--- config.mk ---
export PLATFORM = sky130hd
export DESIGN_NAME = cpri_tx_framer_flat
export DESIGN_NICKNAME = d
export VERILOG_FILES = /design/src/rtl/cpri_tx_framer_pkg.sv /design/src/rtl/cpri_tx_framer_if.sv /design/src/rtl/cpri_tx_framer_seq_ctrl.sv /design/src/rtl/cpri_tx_framer.sv /design/src/flat_wrapper.sv
export SDC_FILE = /design/constraint.sdc
export NUM_CORES = 1
export LEC_CHECK = 0
export ABC_AREA = 1
export CAP_MARGIN = 0
export CORE_MARGIN = 5
export CORE_UTILIZATION = 45
export DETAILED_ROUTE_END_ITERATION = 6
export DONT_BUFFER_PORTS = 1
export PLACE_DENSITY = 0.57
export SETUP_SLACK_MARGIN = 0.3
export SYNTH_ARGS = -nofsm -noshare
export SYNTH_HDL_FRONTEND = slang
export SYNTH_SLANG_ARGS = --single-unit
--- constraint.sdc ---
create_clock -name i_clk -period 3.88 [get_ports i_clk]
set_input_delay 0.776 -clock i_clk [delete_from_list [all_inputs] [get_ports i_clk]]
set_output_delay 0.776 -clock i_clk [all_outputs]
set_load 0.01 [all_outputs]
--- src/rtl/cpri_tx_framer_pkg.sv ---
// Shared constants and state type for the CPRI transmit framer.
// CPRI_TX_CHKSUM_EN moves the last payload slot to 94 and puts a checksum in slot 95.
package params_list_pkg;
  localparam int              FRAME_WORDS = 96;
  localparam int              DW          = 64;
  localparam logic [6:0]      PLD_START   = 7'd7;
  localparam logic [6:0]      LAST_SEQ    = 7'(FRAME_WORDS - 1);
  localparam logic [6:0]      RDY_FIRST   = PLD_START - 7'd1;
  localparam logic [15:0]     SYNC_WORD   = 16'h50BC;
  localparam logic [6:0]      HDR_SEQ     = 7'd3;
  localparam logic [6:0]      AGC0_SEQ    = 7'd5;
  localparam logic [6:0]      AGC1_SEQ    = 7'd6;
`ifdef CPRI_TX_CHKSUM_EN
  localparam logic [6:0]      PLD_LAST    = 7'd94;
`else
  localparam logic [6:0]      PLD_LAST    = 7'd95;
`endif

  typedef enum logic [1:0] {
    IDLE = 2'd0,
    CTRL = 2'd1,
    PLD  = 2'd2
  } state_t;
endpackage

--- src/rtl/cpri_tx_framer_if.sv ---
// Payload stream and CPRI word output of the transmit framer.
interface cpri_tx_framer_if;
  import params_list_pkg::*;

  logic [DW-1:0] i_pld_data;
  logic          i_pld_vld;
  logic          o_pld_rdy;
  logic [DW-1:0] o_cpri_tx_data;
  logic          o_cpri_tx_vld;
  logic [6:0]    o_cpri_tx_seq;

  modport master (
    output i_pld_data, i_pld_vld,
    input  o_pld_rdy, o_cpri_tx_data, o_cpri_tx_vld, o_cpri_tx_seq
  );

  modport slave (
    input  i_pld_data, i_pld_vld,
    output o_pld_rdy, o_cpri_tx_data, o_cpri_tx_vld, o_cpri_tx_seq
  );
endinterface

--- src/rtl/cpri_tx_framer_seq_ctrl.sv ---
// Frame state machine: seq counter, start acceptance, payload-ready and frame count.
// CPRI_TX_CHKSUM_EN (via the package) withholds ready for slot 95.
module cpri_tx_seq_ctrl
  import params_list_pkg::*;
(
  input  logic       i_clk,
  input  logic       i_reset,
  input  logic       i_iq_tx_enable,
  output logic       start_s,
  output logic [6:0] seq_nxt_s,
  output logic       busy_nxt_s,
  output logic [6:0] seq_r,
  output logic       busy_r,
  output logic       pld_rdy_s,
  output logic       sync_err_r,
  output logic [7:0] frame_cnt_r,
  output logic [7:0] frame_cnt_nxt_s
);
  state_t state_r;
  state_t state_nxt_s;

  // Next-state and next-seq decode; a start is only legal when idle or on the last word
  always_comb begin
    state_nxt_s = state_r;
    seq_nxt_s   = seq_r;
    start_s     = i_iq_tx_enable &&
                  ((state_r == IDLE) || ((state_r == PLD) && (seq_r == LAST_SEQ)));
    case (state_r)
      IDLE: begin
        seq_nxt_s   = 7'd0;
        state_nxt_s = start_s ? CTRL : IDLE;
      end
      CTRL: begin
        seq_nxt_s   = seq_r + 7'd1;
        state_nxt_s = (seq_r == RDY_FIRST) ? PLD : CTRL;
      end
      PLD: begin
        if (seq_r == LAST_SEQ) begin
          seq_nxt_s   = 7'd0;
          state_nxt_s = start_s ? CTRL : IDLE;
        end else begin
          seq_nxt_s   = seq_r + 7'd1;
          state_nxt_s = PLD;
        end
      end
      default: begin
        seq_nxt_s   = 7'd0;
        state_nxt_s = IDLE;
      end
    endcase
  end

  assign busy_nxt_s      = (state_nxt_s != IDLE);
  assign frame_cnt_nxt_s = start_s ? (frame_cnt_r + 8'd1) : frame_cnt_r;
  // Ready is withheld during reset so no source word is lost to an aborted frame
  assign pld_rdy_s       = !i_reset && (state_r != IDLE) &&
                           (seq_r >= RDY_FIRST) && (seq_r < PLD_LAST);

  // State, seq and status registers
  always_ff @(posedge i_clk) begin
    if (i_reset) begin
      state_r     <= IDLE;
      seq_r       <= 7'd0;
      busy_r      <= 1'b0;
      sync_err_r  <= 1'b0;
      frame_cnt_r <= 8'd0;
    end else begin
      state_r     <= state_nxt_s;
      seq_r       <= seq_nxt_s;
      busy_r      <= busy_nxt_s;
      sync_err_r  <= i_iq_tx_enable && !start_s;
      frame_cnt_r <= frame_cnt_nxt_s;
    end
  end
endmodule

--- src/rtl/cpri_tx_framer.sv ---
// CPRI transmit framer top: header/AGC latches, word mux and registered CPRI output.
// Define CPRI_TX_CHKSUM_EN to carry an XOR checksum of the payload in slot 95.
module cpri_tx_framer
  import params_list_pkg::*;
(
  input  logic                i_clk,
  input  logic                i_reset,
  input  logic                i_iq_tx_enable,
  input  logic [DW-1:0]       i_hdr,
  input  logic [DW-1:0]       i_agc0,
  input  logic [DW-1:0]       i_agc1,
  cpri_tx_framer_if.slave     bus,
  output logic                o_busy,
  output logic                o_underflow,
  output logic                o_sync_err,
  output logic [7:0]          o_frame_cnt
);
  logic          start_s;
  logic          busy_nxt_s;
  logic          busy_r;
  logic          pld_rdy_s;
  logic          sync_err_r;
  logic [6:0]    seq_nxt_s;
  logic [6:0]    seq_r;
  logic [7:0]    frame_cnt_r;
  logic [7:0]    frame_cnt_nxt_s;
  logic [DW-1:0] hdr_r;
  logic [DW-1:0] agc0_r;
  logic [DW-1:0] agc1_r;
  logic [DW-1:0] pld_word_s;
  logic [DW-1:0] data_nxt_s;
  logic [DW-1:0] data_r;
  logic          underflow_nxt_s;
  logic          underflow_r;
  logic          vld_r;
`ifdef CPRI_TX_CHKSUM_EN
  logic [DW-1:0] csum_r;
`endif

  cpri_tx_seq_ctrl u_seq_ctrl (
    .i_clk           (i_clk),
    .i_reset         (i_reset),
    .i_iq_tx_enable  (i_iq_tx_enable),
    .start_s         (start_s),
    .seq_nxt_s       (seq_nxt_s),
    .busy_nxt_s      (busy_nxt_s),
    .seq_r           (seq_r),
    .busy_r          (busy_r),
    .pld_rdy_s       (pld_rdy_s),
    .sync_err_r      (sync_err_r),
    .frame_cnt_r     (frame_cnt_r),
    .frame_cnt_nxt_s (frame_cnt_nxt_s)
  );

  assign pld_word_s    = bus.i_pld_vld ? bus.i_pld_data : {DW{1'b0}};
  assign bus.o_pld_rdy = pld_rdy_s;

  // Select the word for the slot emitted at the next edge
  always_comb begin
    data_nxt_s      = {DW{1'b0}};
    underflow_nxt_s = 1'b0;
    if (start_s) begin
      data_nxt_s = {SYNC_WORD, 40'h0, frame_cnt_nxt_s};
    end else if (pld_rdy_s) begin
      data_nxt_s      = pld_word_s;
      underflow_nxt_s = !bus.i_pld_vld;
    end else if (busy_nxt_s) begin
      case (seq_nxt_s)
        HDR_SEQ:  data_nxt_s = hdr_r;
        AGC0_SEQ: data_nxt_s = agc0_r;
        AGC1_SEQ: data_nxt_s = agc1_r;
`ifdef CPRI_TX_CHKSUM_EN
        LAST_SEQ: data_nxt_s = csum_r;
`endif
        default:  data_nxt_s = {DW{1'b0}};
      endcase
    end else begin
      data_nxt_s = {DW{1'b0}};
    end
  end

  // Output word register and per-frame latches
  always_ff @(posedge i_clk) begin
    if (i_reset) begin
      data_r      <= {DW{1'b0}};
      vld_r       <= 1'b0;
      underflow_r <= 1'b0;
      hdr_r       <= {DW{1'b0}};
      agc0_r      <= {DW{1'b0}};
      agc1_r      <= {DW{1'b0}};
    end else begin
      data_r      <= data_nxt_s;
      vld_r       <= start_s;
      underflow_r <= underflow_nxt_s;
      if (start_s) begin
        hdr_r  <= i_hdr;
        agc0_r <= i_agc0;
        agc1_r <= i_agc1;
      end
    end
  end

`ifdef CPRI_TX_CHKSUM_EN
  // Running XOR of every emitted payload slot, zero-filled ones included
  always_ff @(posedge i_clk) begin
    if (i_reset || start_s) begin
      csum_r <= {DW{1'b0}};
    end else if (pld_rdy_s) begin
      csum_r <= csum_r ^ pld_word_s;
    end
  end
`endif

  assign bus.o_cpri_tx_data = data_r;
  assign bus.o_cpri_tx_vld  = vld_r;
  assign bus.o_cpri_tx_seq  = seq_r;
  assign o_busy             = busy_r;
  assign o_underflow        = underflow_r;
  assign o_sync_err         = sync_err_r;
  assign o_frame_cnt        = frame_cnt_r;
endmodule

--- src/flat_wrapper.sv ---
// flat-port wrapper written by rule: the top's interface ports become plain ports
module cpri_tx_framer_flat import params_list_pkg::*;
  (i_clk, i_reset, i_iq_tx_enable, i_hdr, i_agc0, i_agc1, o_busy, o_underflow, o_sync_err, o_frame_cnt, bus_i_pld_data, bus_i_pld_vld, bus_o_pld_rdy, bus_o_cpri_tx_data, bus_o_cpri_tx_vld, bus_o_cpri_tx_seq);
  cpri_tx_framer_if bus_i ();
  input  logic i_clk;
  input  logic i_reset;
  input  logic i_iq_tx_enable;
  input  logic [DW-1:0] i_hdr;
  input  logic [DW-1:0] i_agc0;
  input  logic [DW-1:0] i_agc1;
  output logic o_busy;
  output logic o_underflow;
  output logic o_sync_err;
  output logic [7:0] o_frame_cnt;
  input wire logic [$bits(bus_i.i_pld_data)-1:0] bus_i_pld_data;
  input wire logic [$bits(bus_i.i_pld_vld)-1:0] bus_i_pld_vld;
  output wire logic [$bits(bus_i.o_pld_rdy)-1:0] bus_o_pld_rdy;
  output wire logic [$bits(bus_i.o_cpri_tx_data)-1:0] bus_o_cpri_tx_data;
  output wire logic [$bits(bus_i.o_cpri_tx_vld)-1:0] bus_o_cpri_tx_vld;
  output wire logic [$bits(bus_i.o_cpri_tx_seq)-1:0] bus_o_cpri_tx_seq;
  assign bus_i.i_pld_data = bus_i_pld_data;
  assign bus_i.i_pld_vld = bus_i_pld_vld;
  assign bus_o_pld_rdy = bus_i.o_pld_rdy;
  assign bus_o_cpri_tx_data = bus_i.o_cpri_tx_data;
  assign bus_o_cpri_tx_vld = bus_i.o_cpri_tx_vld;
  assign bus_o_cpri_tx_seq = bus_i.o_cpri_tx_seq;
  cpri_tx_framer u_core (.i_clk(i_clk), .i_reset(i_reset), .i_iq_tx_enable(i_iq_tx_enable), .i_hdr(i_hdr), .i_agc0(i_agc0), .i_agc1(i_agc1), .bus(bus_i), .o_busy(o_busy), .o_underflow(o_underflow), .o_sync_err(o_sync_err), .o_frame_cnt(o_frame_cnt));
endmodule
==> impl_metrics.toml <==
[power]
clkPwrFrac_pct = 45.1
power_uw = 6180
p_int_uw = 4790
irDropWorstVdd_mv = 0.330
pwr-share-comb_pct = 5.0
power.leakage_uw = 0.00460
power_frac_seq_pct = 49.8
power_density_nw_per_um2 = 518
p_sw_uw = 1390
switching_share_pct = 22.5

[worst_setup_path]
critPathLaunch = "u_core.u_seq_ctrl.seq_r[0]$_SDFF_PP0_"
cp.depth = 16
setup.worst_path.end_class = "flop"
critPathMaxFanout = 39
crit_family = "simple AND/OR/NAND/NOR gates"
crit_end = "u_core.bus.o_cpri_tx_data[0]$_SDFF_PP0_"
r2r-end = "u_core.bus.o_cpri_tx_data[0]$_SDFF_PP0_"
crit_slowest_cell = "nor2_8"
crit_path_start_kind = "flop"
rr_startpoint = "u_core.u_seq_ctrl.seq_r[0]$_SDFF_PP0_"
worstPathArrival_ns = 3.39
cp_common_cell = "nand2_1"
worstSetupPathType = "reg -> reg"
max_stage_delay_ns = 0.57
r2r.worst_path.cells = 16
required_ns = 4.36
path_buf_inv = 1
path_cells = "ha_1 -> nand2_2 -> nor2_2 -> nand2_1 -> nand2_2 -> nand2_4 -> nand2_2 -> nor2_2 -> nor2_8 -> buf_4 -> nand3_1 -> nand3_1 -> nand2_1 -> nand2_1 -> nand2_1 -> nand2_1"
regToRegSetupSlack_ns = 0.97

[clock_tree]
holdBufCountCts = 0
cts_repair_resize_count = 0
clk_pin_slew_ns = 0.06
worstSkewPairLatency_ns = 0.54
cts_setup_buffers = 0
clkSinkCount = 277
clockRootBuffer = "clkbuf_16"
cts_made_buffers = 30
clockBufferDepth = 3
cts_tree = "yes"
cts_max_level = 1

[routing]
dr.pass1.iters = 5
drc = 0
drt_iter0_drc = 707
antenna_left = 0
vias = 8841
wl_mm = 33.2
via_per_inst = 5.93
wire_per_inst_um = 22.3

[timing]
maxSlewViolCount = 0
finalCriticalPeriod_ns = 2.91
grt_setup_unrepaired = "no"
setup_tns_ns = 0
period_share_pct = 75.0
hold_ws_ns = 0.302
fmax_mhz = 344
setup_viol = 0
relSlewSlack_pct = 37.5
max_slew.worst_pin.slew_ns = 0.936
fin_skew_ns = 0.00749
hold_viol = 0

[grt]
first_global_vias = 8778
use_met1_pct = 29.8
grt_use_total_pct = 23.3
grt_pass1_wl_mm = 50.6
use_met3_pct = 8.31
grt.overflow.total = 0
met2_usage_pct = 36.7
grt_most_used_layer = "met2"
grt_max_degree = 202
antenna_found_initial = 7

[die]
num_rows = 56
coreArea_um2 = 23600
die_w_um = 165
pin_count = 344
start_util_pct = 45.9
die_h_um = 165
dieArea_um2 = 27300

[yosys]
synth.distinct_cells = 27
synth_top_area_share_pct = 51.1
yosysSeqAreaShare_pct = 51.1
synth_top_area_cell = "dfxtp_1"
synth_area_leaders = "dfxtp_1 (51%), a22o_1 (16%), nand3_1 (15%), nand2_1 (4.0%), a21oi_1 (3.0%)"
synthArstFlopShare_pct = 0
synth_area_per_cell_um2 = 9.01
synth_top_flop_cell = "dfxtp_1"
synth.cell_area_um2 = 10800
syn_nets = 1471
synth.most_common_cell = "nand3_1"
synthTopCellsByCount = "nand3_1 (322), dfxtp_1 (277), a22o_1 (192)"
synth_edf_count = 0
yosysWarnings = 0
synth-seq-cells = 277
netlist_instances = 1204

[outcome]
outcome = "complete, no violations"

[layout]
final_util_pct = 50.5
nets = 1413
nFillCells = 2295
syn_to_final_growth_pct = 9.97
drive_gt1_share_pct = 7.37
finalInstanceArea_um2 = 11900

[placement]
dp_hpwl_mm = 21.4
placed_area_um2 = 10900
port_buffers = 0
gp_congestion = 0.852

[min_path]
hold_path_class = "in -> reg"
worstHoldStart = "i_reset"

[run]
drv_cap = 0
through the flow:
stage / std cells / worst slack [ns]
floorplan: 1204 / 1.82
global placement: 1433 / 1.02
detailed placement: 1433 / 0.997
CTS: 1486 / 0.978
global route: 1490 / 0.738
finish: 1491 / 0.971
logic make-up after synthesis:
group / Yosys count / share of synthesized area [%]
adder cells (fa/ha/maj): 7 / 0.807
flip-flops: 277 / 51.1
XOR/XNOR: 4 / 0.323
AO/OA/AOI/OAI: 267 / 19.0
AND/OR/NAND/NOR: 498 / 21.8
buffers and inverters: 151 / 6.97
area by class of cell:
cell class | instances | area [um2] | share of cell area (%)
clock inverters | 5 | 56.3 | 0.472
clock buffers | 48 | 920 | 7.71
well taps | 319 | 399 | 3.35
flip-flops and latches | 277 | 5550 | 46.5
multi-input cells | 776 | 4580 | 38.4
diodes | 5 | 12.5 | 0.105
repair buffers | 22 | 265 | 2.22
inverters | 39 | 146 | 1.23
cells in the final DEF (no fill, tap or decap), types with 3 or more instances in the layout:
master	netlist	layout
nor3_1	4	4
xor2_1	4	4
nor2_4	0	5
clkbuf_8	0	8
buf_12	0	8
nand2_2	4	5
nand4_1	5	5
a22o_1	192	192
inv_1	37	36
nand3_1	322	322
buf_4	18	14
nand2_1	117	116
clkbuf_16	0	31
diode_2	0	5
nor2_1	35	31
clkbuf_1	27	9
ha_1	7	7
inv_2	2	3
o21ai_0	7	7
nand3_2	3	3
a21oi_1	66	66
dfxtp_1	277	277
worst reg2reg max path, delay by kind of cell, from the launching register on:
kind	cells	cell delay (ns)
simple gates	14	1.82
flops	1	0.46
buf+inv	1	0.35
fa+ha+maj	1	0.22
power by group through the flow:
stage	combinational (uW)	clock, uW	sequential, uW
after floorplan	254	0	3110
after global placement	307	0	3140
after detailed placement	312	0	3140
after CTS	312	2860	3080
after global routing	344	2990	3100
final	311	2790	3080
registers in the layout (all words and copies together), names as in the netlist:
name,cells
u_core.agc0_r,64
u_core.bus.o_cpri_tx_data,64
u_core.agc1_r,64
u_core.hdr_r,64
u_core.bus.o_cpri_tx_vld,1
u_core.u_seq_ctrl.sync_err_r,1
u_core.u_seq_ctrl.busy_r,1
u_core.u_seq_ctrl.frame_cnt_r,8
u_core.o_underflow,1
u_core.u_seq_ctrl.seq_r,7
u_core.u_seq_ctrl.state_r,2
per-layer routing:
| metal | part of all wire (%) | up-vias |
|---|---|---|
| li1 | - | 4224 |
| met1 | 41 | 4203 |
| met2 | 45 | 345 |
| met3 | 11 | 63 |
| met4 | 3.0 | 6 |
| met5 | 0.13 | - |
worst min path at each step:
stage	end	slack, ns	cells after the start
after floorplan	u_core.agc0_r[0]$_SDFFE_PP0P_	0.44	1
after global placement	u_core.agc0_r[59]$_SDFFE_PP0P_	0.46	1
after detailed placement	u_core.agc1_r[41]$_SDFFE_PP0P_	0.46	1
after CTS	u_core.bus.o_cpri_tx_data[60]$_SDFF_PP0_	0.27	1
after global routing	u_core.bus.o_cpri_tx_data[60]$_SDFF_PP0_	0.27	1
final	u_core.u_seq_ctrl.seq_r[3]$_SDFF_PP0_	0.30	1
(Power assumes the default switching activity.)
